**config.mk**
```make
export PLATFORM = sky130hd
export DESIGN_NAME = agc_arith_slice
export DESIGN_NICKNAME = d
export VERILOG_FILES = /design/src/rtl/agc_arith_pkg.sv /design/src/rtl/agc_slice_adder.sv /design/src/rtl/agc_arith_slice.sv
export SDC_FILE = /design/constraint.sdc
export NUM_CORES = 1
export LEC_CHECK = 0
export CELL_PAD_IN_SITES_DETAIL_PLACEMENT = 1
export CELL_PAD_IN_SITES_GLOBAL_PLACEMENT = 1
export CORE_UTILIZATION = 30
export CTS_CLUSTER_DIAMETER = 30
export DETAILED_ROUTE_END_ITERATION = 8
export MAX_ROUTING_LAYER = met4
export PLACE_DENSITY_LB_ADDON = 0.08
export REMOVE_ABC_BUFFERS = 1
export SLEW_MARGIN = 20
export SYNTH_ARGS = -nofsm -noshare
export SYNTH_HDL_FRONTEND = slang
export SYNTH_HIERARCHICAL = 1
export SYNTH_SLANG_ARGS = --single-unit
```
**constraint.sdc**
```tcl
create_clock -name clk -period 8.7 [get_ports clk]
set_input_delay 2.175 -clock clk [delete_from_list [all_inputs] [get_ports clk]]
set_output_delay 2.175 -clock clk [all_outputs]
set_load 0.005 [all_outputs]
```
**src/rtl/agc_arith_pkg.sv**
```systemverilog
// Shared encodings for the arithmetic-unit slices: read-bus selects,
// write-strobe bit positions and G load modes.
package agc_arith_pkg;

  // Read-bus select codes
  typedef enum logic [2:0] {
    RD_NONE = 3'd0,
    RD_A    = 3'd1,
    RD_L    = 3'd2,
    RD_Q    = 3'd3,
    RD_Z    = 3'd4,
    RD_B    = 3'd5,
    RD_G    = 3'd6,
    RD_SUM  = 3'd7
  } rd_sel_e;

  // Bit positions inside the wr_en strobe vector
  localparam int WR_A     = 0;
  localparam int WR_L     = 1;
  localparam int WR_Q     = 2;
  localparam int WR_Z     = 3;
  localparam int WR_B     = 4;
  localparam int WR_G     = 5;
  localparam int WR_COUNT = 6;

  // G load modes; code 3 behaves like a straight load
  typedef enum logic [1:0] {
    G_STRAIGHT  = 2'd0,
    G_SHIFT_R   = 2'd1,
    G_CYCLE_L   = 2'd2,
    G_STRAIGHT3 = 2'd3
  } g_mode_e;

endpackage

```
**src/rtl/agc_slice_adder.sv**
```systemverilog
// WIDTH-bit unsigned adder with carry in and carry out. The ones'-complement
// end-around carry is closed by the parent through a register, never here.
module agc_slice_adder #(
  parameter int WIDTH = 4
) (
  input  logic [WIDTH-1:0] x,
  input  logic [WIDTH-1:0] y,
  input  logic             ci,
  output logic [WIDTH-1:0] sum,
  output logic             co
);

  // Zero-extend all operands so the carry lands in the extra bit
  assign {co, sum} = {1'b0, x} + {1'b0, y} + {{WIDTH{1'b0}}, ci};

endmodule

```
**src/rtl/agc_arith_slice.sv**
```systemverilog
// One WIDTH-bit slice of the central registers, adder input registers,
// slice adder, read-bus mux and G shifter. The top-of-word instance also
// carries the sticky overflow latch and the end-around-carry register.
module agc_arith_slice
  import agc_arith_pkg::*;
#(
  parameter int WIDTH  = 4,
  parameter bit IS_TOP = 1'b0
) (
  input  logic                clk,
  input  logic                rst,
  input  logic [WIDTH-1:0]    wl_in,
  input  logic                wl_lo_in,
  input  logic                wl_hi_in,
  input  logic [WR_COUNT-1:0] wr_en,
  input  logic                wr_src,
  input  logic [1:0]          g_mode,
  input  logic                x_load,
  input  logic                y_load,
  input  logic                clr_xy,
  input  logic                ci,
  input  logic                eac_cap,
  input  logic                ovf_clr,
  input  logic [2:0]          rd_sel,
  output logic [WIDTH-1:0]    rd_out,
  output logic [WIDTH-1:0]    sum,
  output logic                co,
  output logic                g_par,
  output logic                eac_q,
  output logic                ovf_pos,
  output logic                ovf_neg
);

  logic [WIDTH-1:0] a_q, l_q, q_q, z_q, b_q, g_q;
  logic [WIDTH-1:0] x_q, y_q;
  logic [WIDTH-1:0] wr_data;
  logic [WIDTH-1:0] g_next;

  agc_slice_adder #(.WIDTH(WIDTH)) u_adder (
    .x  (x_q),
    .y  (y_q),
    .ci (ci),
    .sum(sum),
    .co (co)
  );

  assign wr_data = wr_src ? sum : wl_in;

  // G load value: straight, shift right with fill from above, or cycle left with fill from below
  always_comb begin
    // NOTE: give every always_comb output a default first so no path can infer a latch.
    g_next = wr_data;
    case (g_mode_e'(g_mode))
      G_SHIFT_R: g_next = {wl_hi_in, wr_data[WIDTH-1:1]};
      G_CYCLE_L: g_next = {wr_data[WIDTH-2:0], wl_lo_in};
      default:   g_next = wr_data;
    endcase
  end

  // Central registers load the shared write data under their own strobes
  always_ff @(posedge clk or negedge rst) begin
    if (!rst) begin
      a_q <= '0;
      l_q <= '0;
      q_q <= '0;
      z_q <= '0;
      b_q <= '0;
      g_q <= '0;
    end else begin
      // NOTE: sequential state uses non-blocking assignments so every register samples pre-edge values.
      if (wr_en[WR_A]) a_q <= wr_data;
      if (wr_en[WR_L]) l_q <= wr_data;
      if (wr_en[WR_Q]) q_q <= wr_data;
      if (wr_en[WR_Z]) z_q <= wr_data;
      if (wr_en[WR_B]) b_q <= wr_data;
      if (wr_en[WR_G]) g_q <= g_next;
    end
  end

  // Adder inputs: a load beats a clear, so clear-then-write fits in one cycle
  always_ff @(posedge clk or negedge rst) begin
    if (!rst) begin
      x_q <= '0;
      y_q <= '0;
    end else begin
      if (x_load)      x_q <= wl_in;
      else if (clr_xy) x_q <= '0;
      if (y_load)      y_q <= wl_in;
      else if (clr_xy) y_q <= '0;
    end
  end

  // Read-bus mux from current state
  always_comb begin
    rd_out = '0;
    case (rd_sel_e'(rd_sel))
      RD_A:    rd_out = a_q;
      RD_L:    rd_out = l_q;
      RD_Q:    rd_out = q_q;
      RD_Z:    rd_out = z_q;
      RD_B:    rd_out = b_q;
      RD_G:    rd_out = g_q;
      RD_SUM:  rd_out = sum;
      default: rd_out = '0;
    endcase
  end

  assign g_par = ^g_q;

  generate
    if (IS_TOP) begin : g_top
      logic eac_r, ovf_pos_r, ovf_neg_r;
      logic set_pos, set_neg;

      // The two sign bits of a sum written into A disagree on overflow
      assign set_pos = wr_en[WR_A] & wr_src & (sum[WIDTH-1:WIDTH-2] == 2'b01);
      assign set_neg = wr_en[WR_A] & wr_src & (sum[WIDTH-1:WIDTH-2] == 2'b10);

      // End-around carry capture and sticky overflow flags; a set beats a clear
      always_ff @(posedge clk or negedge rst) begin
        if (!rst) begin
          eac_r     <= 1'b0;
          ovf_pos_r <= 1'b0;
          ovf_neg_r <= 1'b0;
        end else begin
          if (eac_cap)     eac_r <= co;
          else if (clr_xy) eac_r <= 1'b0;
          if (set_pos)      ovf_pos_r <= 1'b1;
          else if (ovf_clr) ovf_pos_r <= 1'b0;
          if (set_neg)      ovf_neg_r <= 1'b1;
          else if (ovf_clr) ovf_neg_r <= 1'b0;
        end
      end

      assign eac_q   = eac_r;
      assign ovf_pos = ovf_pos_r;
      assign ovf_neg = ovf_neg_r;
    end else begin : g_mid
      // Lower slices ignore the top-only controls
      logic unused_top_ctrl;
      assign unused_top_ctrl = eac_cap ^ ovf_clr;
      assign eac_q   = 1'b0;
      assign ovf_pos = 1'b0;
      assign ovf_neg = 1'b0;
    end
  endgenerate

endmodule

```
==> metrics.txt, run 1 <==
status=complete, no violations; synth unique cells=32; Async SR Flop Fraction=100%; die area=6110 µm²; total grt overflow=0; Starting DRT DRC Count=75; Post-Route Setup TNS=0 ps; CTS Buffer Depth=2; Starting Density=31.4%; n_diodes=0; Seq/Total Area, Yosys=46.0%; Clock Latency Late Sink=280 ps; Yosys reg bits=32; Slowest-stage cell, CP=fa_1; final setup fails=0; commonest non-fill, non-tap cell in the layout=clkdlybuf4s50_1; Num CTS Buffers=5; DRT Wirelength=4590 µm; DRC Markers=0; largest net degree at the start of global routing=33; global-route wire length before repair=7850 µm; Final min period=6960 ps; Post-synth EDFFs=0; RSZ-0062 raised after global routing=false; Hold WC Path Type=flip-flop to flip-flop; GRT Total Usage=17.7%; static leakage=0.942 nW; crit path launch type=input port; Worst Path Max Fanout=3; Top Family by Delay on Critical Path=compound AO/OA/AOI/OAI gates; Least-Margin Pin Slew=841 ps; vias in the first global route=1530; port bufs=33; clk sink count=32; Reg2Reg Depth=7; via count=1376; Detail Placement HPWL=3430 µm; post-CTS setup buffers=0; final estimated routing congestion in global placement=0.779; Yosys top cell area share=46.0%; Worst Setup End Kind=primary output; WP buf/inv=2; Die Y=78.1 µm; # fillers=642; IR drop worst, VDD=0.0000685 V; Max Cap Violations=0; First-pass DRT Iterations=4; post-cts hold buffer count=0; fin area=2190 µm²; Final Core Density=39.6%; root buffer cell=clkbuf_8; core area=5540 µm²; WP data arrival=4790 ps; Worst-path clk slew=70 ps; Critical Path, Cell by Cell=clkdlybuf4s50_1 > fa_1 > a21o_1 > a21oi_2 > xnor2_1 > mux2_2 > a22o_1 > a221o_1 > clkdlybuf4s50_1; Final period util=80.1%; critical path type=input port to primary output; Syn Area/Cell=10.3 µm²; Main synth FF type=dfrtp_1; max_slew headroom=42.3%; critical path's most frequent cell=clkdlybuf4s50_1; Synth Cell Area=1740 µm²; WP data required=6530 ps; top post-synthesis cells by area=dfrtp_1, a21oi_1, a22o_1, nor2_1, mux2i_1; instance count of the mapped netlist=169; Fin Clk Skew=3.50 ps; row cnt=27; CTS H-tree lvls=2; Final nets=232; pwr dens=194 nW/µm²; Area growth, synth to finish=26.2%; share of cells above drive strength 1=7.00%; area of placed instances=2100 µm²; Final ANT Viol Nets=0; Hold Violations, Final=0; Final Max Tran Viols=0; post-CTS resize count=0; Total Power=425 µW; DR WL/cell=16.9 µm; fmax=144 MHz; I/O pin count=39; Levels on crit path=9; most frequent cells in the layout=clkdlybuf4s50_1, dfrtp_1, a21oi_1; drt via density=5.06; CTS tree=yes; Die W=78.1 µm; worst hold path depth=1; slowest stage delay, CP=440 ps; Syn. warnings=6; initial antenna violation count=0; post-synth top area cell=dfrtp_1
through the flow:
step	worst slack (ps)	instances	hold WS, ps
finish	1740	272	513
global route	1610	272	534
CTS	1710	272	515
detailed placement	1720	264	494
global placement	1770	264	486
floorplan	2760	158	467
metal layers:
metal  global-route usage, %  vias up  wire length (µm)
li1                        -      651                 -
met2                    29.3       33              2230
met1                    21.5      688              2120
met4                    5.00        0                40
met5                       -        -                 0
met3                    4.30        4               196
cell usage after synthesis, types with 3 or more instances:
cell type  number
nand2_1         3
dfrtp_1        32
a221o_1         3
inv_1           8
nor2_1         24
nor2b_1         3
mux2i_1         7
ha_1            5
a21o_1          3
a22o_1         11
buf_1           5
buf_4           3
nand2b_1        3
a21oi_1        25
xnor2_1         4
a31oi_1         3
layout make-up:
type | count | area (µm²) | area share (%)
inverters | 8 | 30.0 | 1.37
multi-input cells | 118 | 846 | 38.5
well taps | 72 | 90.1 | 4.10
flip-flops and latches | 32 | 801 | 36.5
repair buffers | 34 | 338 | 15.4
clock buffers | 8 | 90.1 | 4.10
power breakdown:
group          leakage [nW]  internal, mW  total [mW]  switching [mW]
Sequential            0.372         0.170       0.185          0.0146
Combinational         0.525        0.0663       0.123          0.0570
Clock                0.0455        0.0645       0.117          0.0527
Total                 0.942         0.301       0.425           0.124
logic make-up after synthesis:
family	synth area share, %
compound gates	20.5
xor+xnor	2.52
fa+ha+maj	5.90
buf+inv	5.76
flops	46.0
mux	9.64
other cells	0.216
simple gates	9.42
path summary, 6_finish.rpt:
kind,start,endpoint,slack [ps]
hold reg to reg,x_q[2],x_q[2],510
setup reg to reg,y_q[0],g_q[3],6220
hold / removal,x_q[2],x_q[2],510
max in group asynchronous,rst,l_q[3],6080
setup / recovery,ci,rd_out[3],1740
min in group asynchronous,rst,l_q[0],2310
state kept, by name, indices dropped and copies added (netlist names):
register / flops
a_q: 4
b_q: 4
g_q: 4
l_q: 4
q_q: 4
x_q: 4
y_q: 4
z_q: 4
worst register-to-register path, stage by stage, from the launching register on:
cell and delay [ps]:
dfrtp_1 400, fa_1 470, a21o_1 200, a21oi_2 150
xnor2_1 130, mux2i_1 640, a21oi_1 160, a22o_1 230
No activity file was read; power rests on OpenSTA's default activity.
==> inputs of run 2 (changes only) <==
Clock period 8.7 ns to 7.3 ns, I/O delays scaled along.
==> metrics.txt, run 2 (synthesized netlist as in run 1, its figures left out) <==
Final period util=86.2%; Final Core Density=39.6%; Starting DRT DRC Count=55; clk sink count=32; fin area=2190 µm²; RSZ-0062 raised after global routing=false; drt via density=5.10; Max Cap Violations=0; static leakage=0.942 nW; Fin Clk Skew=2.89 ps; initial antenna violation count=0; CTS tree=yes; Worst-path clk slew=60 ps; Die Y=78.1 µm; Hold Violations, Final=0; row cnt=27; CTS Buffer Depth=2; Worst Path Max Fanout=3; Detail Placement HPWL=3420 µm; total grt overflow=0; Final ANT Viol Nets=0; share of cells above drive strength 1=7.00%; GRT Total Usage=17.4%; via count=1388; non-filler cells in the finished layout=272; critical path type=input port to primary output; port bufs=33; dpl ws=1010 ps; Hold WC Path Type=flip-flop to flip-flop; crit path launch type=input port; CTS H-tree lvls=2; DP Cell Count=264; Final min period=6290 ps; Num CTS Buffers=5; Die W=78.1 µm; pwr dens=230 nW/µm²; Least-Margin Pin Slew=794 ps; post-CTS setup buffers=0; final estimated routing congestion in global placement=0.783; IR drop worst, VDD=0.0000767 V; root buffer cell=clkbuf_8; fmax=159 MHz; Post-Route Setup TNS=0 ps; max_slew headroom=45.5%; largest net degree at the start of global routing=33; WP data arrival=4470 ps; post-cts hold buffer count=0; commonest non-fill, non-tap cell in the layout=clkdlybuf4s50_1; Clock Latency Late Sink=280 ps; DRT Wirelength=4550 µm; Final Max Tran Viols=0; Area growth, synth to finish=26.2%; I/O pin count=39; core area=5540 µm²; DRC Markers=0; First-pass DRT Iterations=4; die area=6110 µm²; vias in the first global route=1509; final setup margin=1010 ps; post-CTS resize count=0; DR WL/cell=16.7 µm; global-route wire length before repair=7800 µm; WP data required=5480 ps; most frequent cells in the layout=clkdlybuf4s50_1, dfrtp_1, a21oi_1; area of placed instances=2100 µm²; status=complete, no violations; Starting Density=31.4%; Final nets=232; final setup fails=0; Worst Setup End Kind=primary output; n_diodes=0
[run 2: cell counts in the layout (fill, tap and decap cells not counted)]
No cell type changed its count.
[run 2: final cells by class]
type,instances,area (µm²)
well taps,72,90.1
repair buffers,34,338
fillers,641,3350
multi-input cells,118,846
inverters,8,30.0
flip-flops and latches,32,801
clock buffers,8,90.1
[run 2: path summary, 6_finish.rpt]
| kind | startpoint | end | slack (ps) | cells past startpoint |
|---|---|---|---|---|
| hold reg to reg | y_q[3] | y_q[3] | 520 | 1 |
| max in group asynchronous | rst | g_q[1] | 5040 | 2 |
| setup reg to reg | y_q[0] | g_q[3] | 4830 | 7 |
| hold / removal | y_q[3] | y_q[3] | 520 | 1 |
| min in group asynchronous | rst | l_q[0] | 1950 | 2 |
| setup / recovery | ci | rd_out[3] | 1010 | 9 |
[run 2: power breakdown]
group | leakage [nW] | switching [mW] | internal, mW
clock network | 0.0455 | 0.0628 | 0.0768
logic | 0.525 | 0.0676 | 0.0790
registers | 0.372 | 0.0163 | 0.203
total | 0.942 | 0.147 | 0.358
[run 2: through the flow]
stage	power, mW	hold slack (ps)
after floorplan	0.293	467
after global placement	0.366	486
after detailed placement	0.372	493
after CTS	0.515	514
after global routing	0.541	532
final	0.505	515
[run 2: routing by layer]
metal  wire length, µm  vias up  GRT usage, %  part of all wire, %
met2              2220       39          28.1                   49
met3               190        8          4.07                  4.2
met1              2060      685          21.4                   45
met5                 0        -             -                    0
li1                  -      656             -                    -
met4                80        0          5.74                  1.8
[run 2: worst max-delay path, cell delays in order]
cell and delay (ps):
clkdlybuf4s50_1 440, fa_1 440, a21o_1 210, a21oi_2 150, xnor2_1 140, mux2_2 290
a22o_1 190, a221o_1 340, clkdlybuf4s50_1 440
